[config.mk]
export PLATFORM = sky130hd
export DESIGN_NAME = rx_deframer
export DESIGN_NICKNAME = d
export VERILOG_FILES = /design/src/rtl/rx_deframer.sv
export SDC_FILE = /design/constraint.sdc
export NUM_CORES = 1
export LEC_CHECK = 0
export ABC_AREA = 1
export CAP_MARGIN = 30
export CORE_MARGIN = 5
export CORE_UTILIZATION = 59
export CTS_CLUSTER_DIAMETER = 200
export DETAILED_ROUTE_END_ITERATION = 6
export PLACE_DENSITY = 0.87
export REMOVE_ABC_BUFFERS = 1
export SETUP_SLACK_MARGIN = 0.05
export SKIP_LAST_GASP = 1
export SYNTH_ARGS = -nofsm -noshare
export SYNTH_HDL_FRONTEND = slang
export SYNTH_SLANG_ARGS = --single-unit
[constraint.sdc]
create_clock -name inClock -period 1.8 [get_ports inClock]
set_input_delay 0.36 -clock inClock [delete_from_list [all_inputs] [get_ports inClock]]
set_output_delay 0.36 -clock inClock [all_outputs]
set_load 0.05 [all_outputs]
[src/rtl/rx_deframer.sv]
// rx_deframer: receive-side frame extractor.
// Hunts the CDR bit stream for a zero preamble followed by SFD 0xA7, reads the
// PHR length byte and hands the PSDU to the host as LSB-first nibbles through a
// 2-entry valid/ready buffer.
// Optional feature macro: RX_DEFRAMER_CRC_EN (CRC-16 check over the PSDU; the
// two FCS bytes are consumed and not forwarded).
module rx_deframer #(
    parameter int MIN_ZERO_BITS = 16
) (
    input  logic       inClock,
    input  logic       inReset,
    input  logic       inBitFlag,
    input  logic       inBit,
    output logic [3:0] outData,
    output logic       outValid,
    input  logic       inReady,
    output logic       outLast,
    output logic       outBusy,
    output logic       outDone,
    output logic       outCrcOk,
    output logic       outError
);

    localparam logic [7:0] MIN_ZERO = 8'(MIN_ZERO_BITS);

`ifdef RX_DEFRAMER_CRC_EN
    typedef enum logic [1:0] {HUNT = 2'd0, LEN = 2'd1, PAYLOAD = 2'd2, FCS = 2'd3} state_t;

    // One LSB-first step of the reflected CRC-16 (poly 0x8408).
    function automatic logic [15:0] crcStep(input logic [15:0] crc, input logic b);
        logic fb;
        fb = crc[0] ^ b;
        crcStep = {1'b0, crc[15:1]} ^ (fb ? 16'h8408 : 16'h0000);
    endfunction

    logic [15:0] crc_r, nextCrc_s;
`else
    typedef enum logic [1:0] {HUNT = 2'd0, LEN = 2'd1, PAYLOAD = 2'd2} state_t;
`endif

    state_t      state_r, nextState_s;
    logic [7:0]  window_r, nextWindow_s, winShift_s;
    logic [7:0]  zeroRun_r, nextZero_s, zeroInc_s;
    logic [3:0]  bitCnt_r, nextBitCnt_s;
    logic [6:0]  shift_r, nextShift_s;
    logic [7:0]  byteShift_s;
    logic [6:0]  payLen_r, nextPayLen_s;
    logic [6:0]  byteCnt_r, nextByteCnt_s;
    logic        match_s, lenBad_s, lastByte_s, enterHunt_s;
    logic        push_s, pushLast_s;
    logic [3:0]  pushData_s;
    logic        doneNext_s, errNext_s, okNext_s;
    logic [3:0]  data1_r;
    logic        last1_r, valid1_r;
    logic        pop_s, overflow_s, headAfterPop_s, writeHead_s, writeTail_s;

    assign winShift_s  = {inBit, window_r[7:1]};
    assign zeroInc_s   = window_r[0] ? 8'd0 : ((zeroRun_r == 8'd255) ? 8'd255 : zeroRun_r + 8'd1);
    assign match_s     = (winShift_s == 8'hA7) && (zeroInc_s >= MIN_ZERO);
    assign byteShift_s = {inBit, shift_r};
`ifdef RX_DEFRAMER_CRC_EN
    assign lenBad_s    = (byteShift_s[6:0] < 7'd3);
`else
    assign lenBad_s    = (byteShift_s[6:0] == 7'd0);
`endif
    assign lastByte_s  = (byteCnt_r == payLen_r - 7'd1);
    assign outBusy     = (state_r != HUNT);

    // Buffer control: head entry is the output register, tail entry behind it.
    assign pop_s          = outValid & inReady;
    assign overflow_s     = push_s & valid1_r & ~pop_s;
    assign headAfterPop_s = pop_s ? valid1_r : outValid;
    assign writeHead_s    = push_s & ~overflow_s & ~headAfterPop_s;
    assign writeTail_s    = push_s & ~overflow_s & headAfterPop_s;
    assign enterHunt_s    = (nextState_s == HUNT) && (state_r != HUNT);

    // Next-state and datapath decisions; everything advances only on a bit strobe.
    always_comb begin
        nextState_s   = state_r;
        nextWindow_s  = window_r;
        nextZero_s    = zeroRun_r;
        nextBitCnt_s  = bitCnt_r;
        nextShift_s   = shift_r;
        nextPayLen_s  = payLen_r;
        nextByteCnt_s = byteCnt_r;
        push_s        = 1'b0;
        pushData_s    = byteShift_s[7:4];
        pushLast_s    = 1'b0;
        doneNext_s    = 1'b0;
        errNext_s     = 1'b0;
        okNext_s      = outCrcOk;
`ifdef RX_DEFRAMER_CRC_EN
        nextCrc_s     = crc_r;
`endif
        if (inBitFlag) begin
            case (state_r)
                HUNT: begin
                    nextWindow_s = winShift_s;
                    nextZero_s   = zeroInc_s;
                    if (match_s) begin
                        nextState_s  = LEN;
                        nextBitCnt_s = 4'd0;
                    end else begin
                        nextState_s  = HUNT;
                    end
                end
                LEN: begin
                    nextShift_s  = byteShift_s[7:1];
                    nextBitCnt_s = bitCnt_r + 4'd1;
                    if (bitCnt_r == 4'd7) begin
                        nextBitCnt_s = 4'd0;
                        if (lenBad_s) begin
                            errNext_s   = 1'b1;
                            nextState_s = HUNT;
                        end else begin
                            nextState_s   = PAYLOAD;
                            nextByteCnt_s = 7'd0;
`ifdef RX_DEFRAMER_CRC_EN
                            nextPayLen_s  = byteShift_s[6:0] - 7'd2;
                            nextCrc_s     = 16'h0000;
`else
                            nextPayLen_s  = byteShift_s[6:0];
`endif
                        end
                    end else begin
                        nextState_s = LEN;
                    end
                end
                PAYLOAD: begin
                    nextShift_s  = byteShift_s[7:1];
                    nextBitCnt_s = bitCnt_r + 4'd1;
`ifdef RX_DEFRAMER_CRC_EN
                    nextCrc_s    = crcStep(crc_r, inBit);
`endif
                    if (bitCnt_r[1:0] == 2'd3) begin
                        push_s     = 1'b1;
                        pushLast_s = (bitCnt_r == 4'd7) && lastByte_s;
                    end else begin
                        push_s     = 1'b0;
                    end
                    if (bitCnt_r == 4'd7) begin
                        nextBitCnt_s  = 4'd0;
                        nextByteCnt_s = byteCnt_r + 7'd1;
                        if (lastByte_s) begin
`ifdef RX_DEFRAMER_CRC_EN
                            nextState_s = FCS;
`else
                            doneNext_s  = 1'b1;
                            okNext_s    = 1'b1;
                            nextState_s = HUNT;
`endif
                        end else begin
                            nextState_s = PAYLOAD;
                        end
                    end else begin
                        nextState_s = PAYLOAD;
                    end
                end
`ifdef RX_DEFRAMER_CRC_EN
                FCS: begin
                    nextCrc_s    = crcStep(crc_r, inBit);
                    nextBitCnt_s = bitCnt_r + 4'd1;
                    if (bitCnt_r == 4'd15) begin
                        nextBitCnt_s = 4'd0;
                        doneNext_s   = 1'b1;
                        okNext_s     = (crcStep(crc_r, inBit) == 16'h0000);
                        nextState_s  = HUNT;
                    end else begin
                        nextState_s  = FCS;
                    end
                end
`endif
                default: begin
                    nextState_s = HUNT;
                end
            endcase
        end else begin
            nextState_s = state_r;
        end
    end

    // State, datapath, buffer and pulse registers; overflow aborts back to HUNT.
    always_ff @(posedge inClock) begin
        if (!inReset) begin
            state_r   <= HUNT;
            window_r  <= 8'hFF;
            zeroRun_r <= 8'd0;
            bitCnt_r  <= 4'd0;
            shift_r   <= 7'd0;
            payLen_r  <= 7'd0;
            byteCnt_r <= 7'd0;
`ifdef RX_DEFRAMER_CRC_EN
            crc_r     <= 16'h0000;
`endif
            outData   <= 4'd0;
            outLast   <= 1'b0;
            outValid  <= 1'b0;
            data1_r   <= 4'd0;
            last1_r   <= 1'b0;
            valid1_r  <= 1'b0;
            outDone   <= 1'b0;
            outCrcOk  <= 1'b0;
            outError  <= 1'b0;
        end else begin
            state_r   <= overflow_s ? HUNT : nextState_s;
            window_r  <= (overflow_s || enterHunt_s) ? 8'hFF : nextWindow_s;
            zeroRun_r <= (overflow_s || enterHunt_s) ? 8'd0 : nextZero_s;
            bitCnt_r  <= nextBitCnt_s;
            shift_r   <= nextShift_s;
            payLen_r  <= nextPayLen_s;
            byteCnt_r <= nextByteCnt_s;
`ifdef RX_DEFRAMER_CRC_EN
            crc_r     <= nextCrc_s;
`endif
            outData   <= writeHead_s ? pushData_s : (pop_s ? data1_r : outData);
            outLast   <= writeHead_s ? pushLast_s : (pop_s ? last1_r : outLast);
            outValid  <= ~overflow_s & (headAfterPop_s | writeHead_s);
            data1_r   <= writeTail_s ? pushData_s : data1_r;
            last1_r   <= writeTail_s ? pushLast_s : last1_r;
            valid1_r  <= ~overflow_s & (writeTail_s | (valid1_r & ~pop_s));
            outDone   <= doneNext_s & ~overflow_s;
            outCrcOk  <= overflow_s ? outCrcOk : okNext_s;
            outError  <= errNext_s | overflow_s;
        end
    end

endmodule

==> out/metrics.cfg <==
[run_status]
status=complete, but fails checks
violations=negative setup slack

[sta]
whs_ns=0.494
drv_slew=0
final-hold-violation-count=0
fin_skew_ns=0.0156
fmax_mhz=489
finalWorstSetupSlack_ns=-0.247
layout_min_cycle_time_ns=2.05
fin_crit_sh_pct=114
tightest_slew_ns=0.531
max_slew_margin_pct=64.4
rsz0062_at_grt=yes
final-setup-viol-count=22

[die]
die_h_microns=80.2
fp.dieArea_sq_um=6420
initial_core_util_pct=61.1
io_pins=15
fp.dieW_microns=80.2
coreArea_sq_um=4750
num_rows=25

[final_layout]
seqCellArea_sq_um=1180
postLayoutCellArea_sq_um=4130
final_cell_count_no_fill=568
syn2layout_area_growth_pct=42.1
fillerInstances=240
multi_input_comb_area_sq_um=1850
n_antenna_cell=0
finish.net_count=509
drive_gt1_share_pct=34.1

[detailed_routing]
dr_total_vias=3395
drc=0
routedWlPerCell_microns=18.6
viasPerCell=5.98
drtAntennaViolNets=0
drt-total-wl_microns=10600
drt_pass1_iterations=5
drtIter0Drc=419

[min_path]
holdPathStages=2
holdPathEnd=outData[1]
hold_class=flop to flop
min_from=outData[1]

[logic_synthesis]
ys_ff_latch=58
syn-cell-area_sq_um=2900
ys_types=28
syn_area_per_cell_sq_um=6.91
seq_area_frac_synth_pct=40.0
ys_warn_count=0
synth_cells=420

[power_and_ir_drop]
switching_share_pct=23.8
clkPwrFrac_pct=52.5
pwr-share-seq_pct=43.5
p_int_mw=2.26
switching_power_uw=705
p_leak_nw=1.83
vdd_drop_max_mv=0.542
power_density_nw_per_um2=718
p_comb_share_pct=4.0

[critical_path]
crit_arrival_ns=2.28
cp_slowest_cell=dfxtp_4
cp_common_cell=nand2_1
cp_num_buf_inv=1
critPathCaptureType=flop
required_ns=2.04
crit_chain=ha_4 > nand2_4 > o21ai_1 > nand3_1 > nand2_1 > inv_1 > nand2_2 > nand2_1 > nand2_1 > nand2_2 > nand2_4 > nand2_8 > nand2_8 > nand2_1
critPathKind=flop to flop
reg2reg_slack_ns=-0.25
critPathMaxFanout=8
cp_top_family=simple AND/OR/NAND/NOR gates
r2r-start=zeroRun_r[0]
cp-start-kind=flop
worst_r2r_path_depth=14
crit_start=zeroRun_r[0]
cp_slowest_stage_delay_ns=0.38
r2r-end=window_r[5]

[clock_tree]
insertion_delay_ns=0.36
cts_root_buf=clkbuf_8
cts_tree=yes
clk_pin_slew_ns=0.08
clock_path_buffers=2
clock_sinks=58
cts_buffers=9
htreeDepth=3

[placement]
portBuffers=14
dp_cells=535
dpl-instance-area_sq_um=3390
dp_hpwl_microns=5010
place.gp.congestion=0.854

[global_route]
grtUsageTotal_pct=28.3
grt_overflow=0
grt_pass1_vias=3096
antenna_found_initial=0
grt_pass1_wl_microns=14100
grt_start_max_net_pins=29

[job]
maxCapViolCount=0

-- state kept, by name, summed over array words and instances, names as in the netlist, 4 cells and up --
name and cells:
bitCnt_r 4, outData 4, payLen_r 7, byteCnt_r 7, zeroRun_r 8, shift_r 7
window_r 8, data1_r 4
-- cell families after synthesis --
| group | Yosys count | synth area share, % |
|---|---|---|
| simple gates | 190 | 29.2 |
| compound gates | 92 | 16.5 |
| buf+inv | 64 | 8.36 |
| flops | 58 | 40.0 |
| fa+ha+maj | 8 | 3.45 |
| xor+xnor | 6 | 1.81 |
| mux | 2 | 0.689 |
-- worst register-to-register path, cell delays in order (launching register included) --
cell and delay (ns):
dfxtp_4 0.38, ha_4 0.15, nand2_4 0.07, o21ai_1 0.25, nand3_1 0.18, nand2_1 0.14, inv_1 0.07, nand2_2 0.08
nand2_1 0.05, nand2_1 0.07, nand2_2 0.07, nand2_4 0.13, nand2_8 0.09, nand2_8 0.11, nand2_1 0.08
-- final cells by class --
type / instances / share of cell area [%]
repair buffers: 68 / 13.1
clock buffers: 9 / 3.00
well taps: 67 / 2.03
flip-flops and latches: 58 / 28.6
inverters: 58 / 5.49
multi-input cells: 301 / 44.7
clock inverters: 7 / 3.03
-- routing by layer --
layer	vias up	global-route usage, %	routed length (microns)
met4	0	13.9	765
met2	224	48.3	5060
met1	1563	32.4	3910
li1	1528	-	-
met3	80	7.74	849
met5	-	0	0
-- per-stage QoR --
step                      setup TNS (ns)  setup WS [ns]  utilization (%)  total power [mW]
final                              -3.67         -0.247             86.8              2.96
after CTS                              0         0.0501             78.7              2.91
after global placement             -4.63         -0.179             71.3              1.40
after detailed placement           -7.28         -0.233             71.3              1.41
after floorplan                        0         0.0251                -              1.36
after global routing               -4.55         -0.288             86.8              3.01
-- layout by cell type, fill, tap and decap left out, types with 4 or more instances in the layout --
| master | count |
|---|---|
| o21ai_0 | 34 |
| o21ai_1 | 6 |
| a31oi_1 | 4 |
| ha_4 | 5 |
| xor2_1 | 4 |
| nand2_4 | 11 |
| a21oi_2 | 8 |
| inv_1 | 43 |
| nand2_2 | 15 |
| nand3_2 | 5 |
| nor2_1 | 34 |
| clkdlybuf4s50_1 | 4 |
| nand2_1 | 79 |
| a21oi_1 | 34 |
| nand4_1 | 7 |
| dfxtp_1 | 47 |
| nand3_1 | 20 |
| clkbuf_8 | 9 |
| dfxtp_2 | 9 |
| buf_4 | 61 |
| inv_2 | 12 |
| nor2_4 | 8 |
-- power groups by stage --
| stage | clock network (mW) | registers, mW | logic, mW |
|---|---|---|---|
| finish | 1.55 | 1.29 | 0.119 |
| global route | 1.60 | 1.29 | 0.127 |
| CTS | 1.52 | 1.29 | 0.0912 |
| detailed placement | 0 | 1.32 | 0.0863 |
| global placement | 0 | 1.32 | 0.0837 |
| floorplan | 0 | 1.32 | 0.0391 |
-- worst max-delay path by stage --
stage | end | depth (start not counted) | slack, ns
finish | window_r[5] | 14 | -0.25
CTS | window_r[0] | 16 | 0.05
floorplan | window_r[0] | 7 | 0.03
global route | window_r[5] | 14 | -0.29
global placement | data1_r[2] | 9 | -0.18
detailed placement | outData[0] | 10 | -0.23
-- cell usage after synthesis, drive strengths merged --
cell type    n  area, sq um
a21oi       42          210
a22oi        2         15.0
dfxtp       58         1160
o21bai       1         7.51
o21ai       41          205
a31oi        4         25.0
inv         58          218
nand3       27          150
a211oi       1         7.51
mux2i        2         20.0
clkbuf       5         20.0
nor2        45          176
xnor2        2         17.5
a22o         1         10.0
buf          1         5.00
ha           8          100
nand4        7         43.8
xor2         4         35.0
nor4         2         12.5
nand2      105          439
nor3         4         25.0
-- repair_timing --
| item | in CTS | in global routing |
|---|---|---|
| pin swaps | 5 | 26 |
| setup buffers | 2 | 12 |
| setup endpoints to repair | 34 | 49 |
| hold buffers | 0 | 0 |
| gates resized for setup | 30 | 79 |
| gates cloned | 1 | 2 |
(Power assumes the default switching activity.)
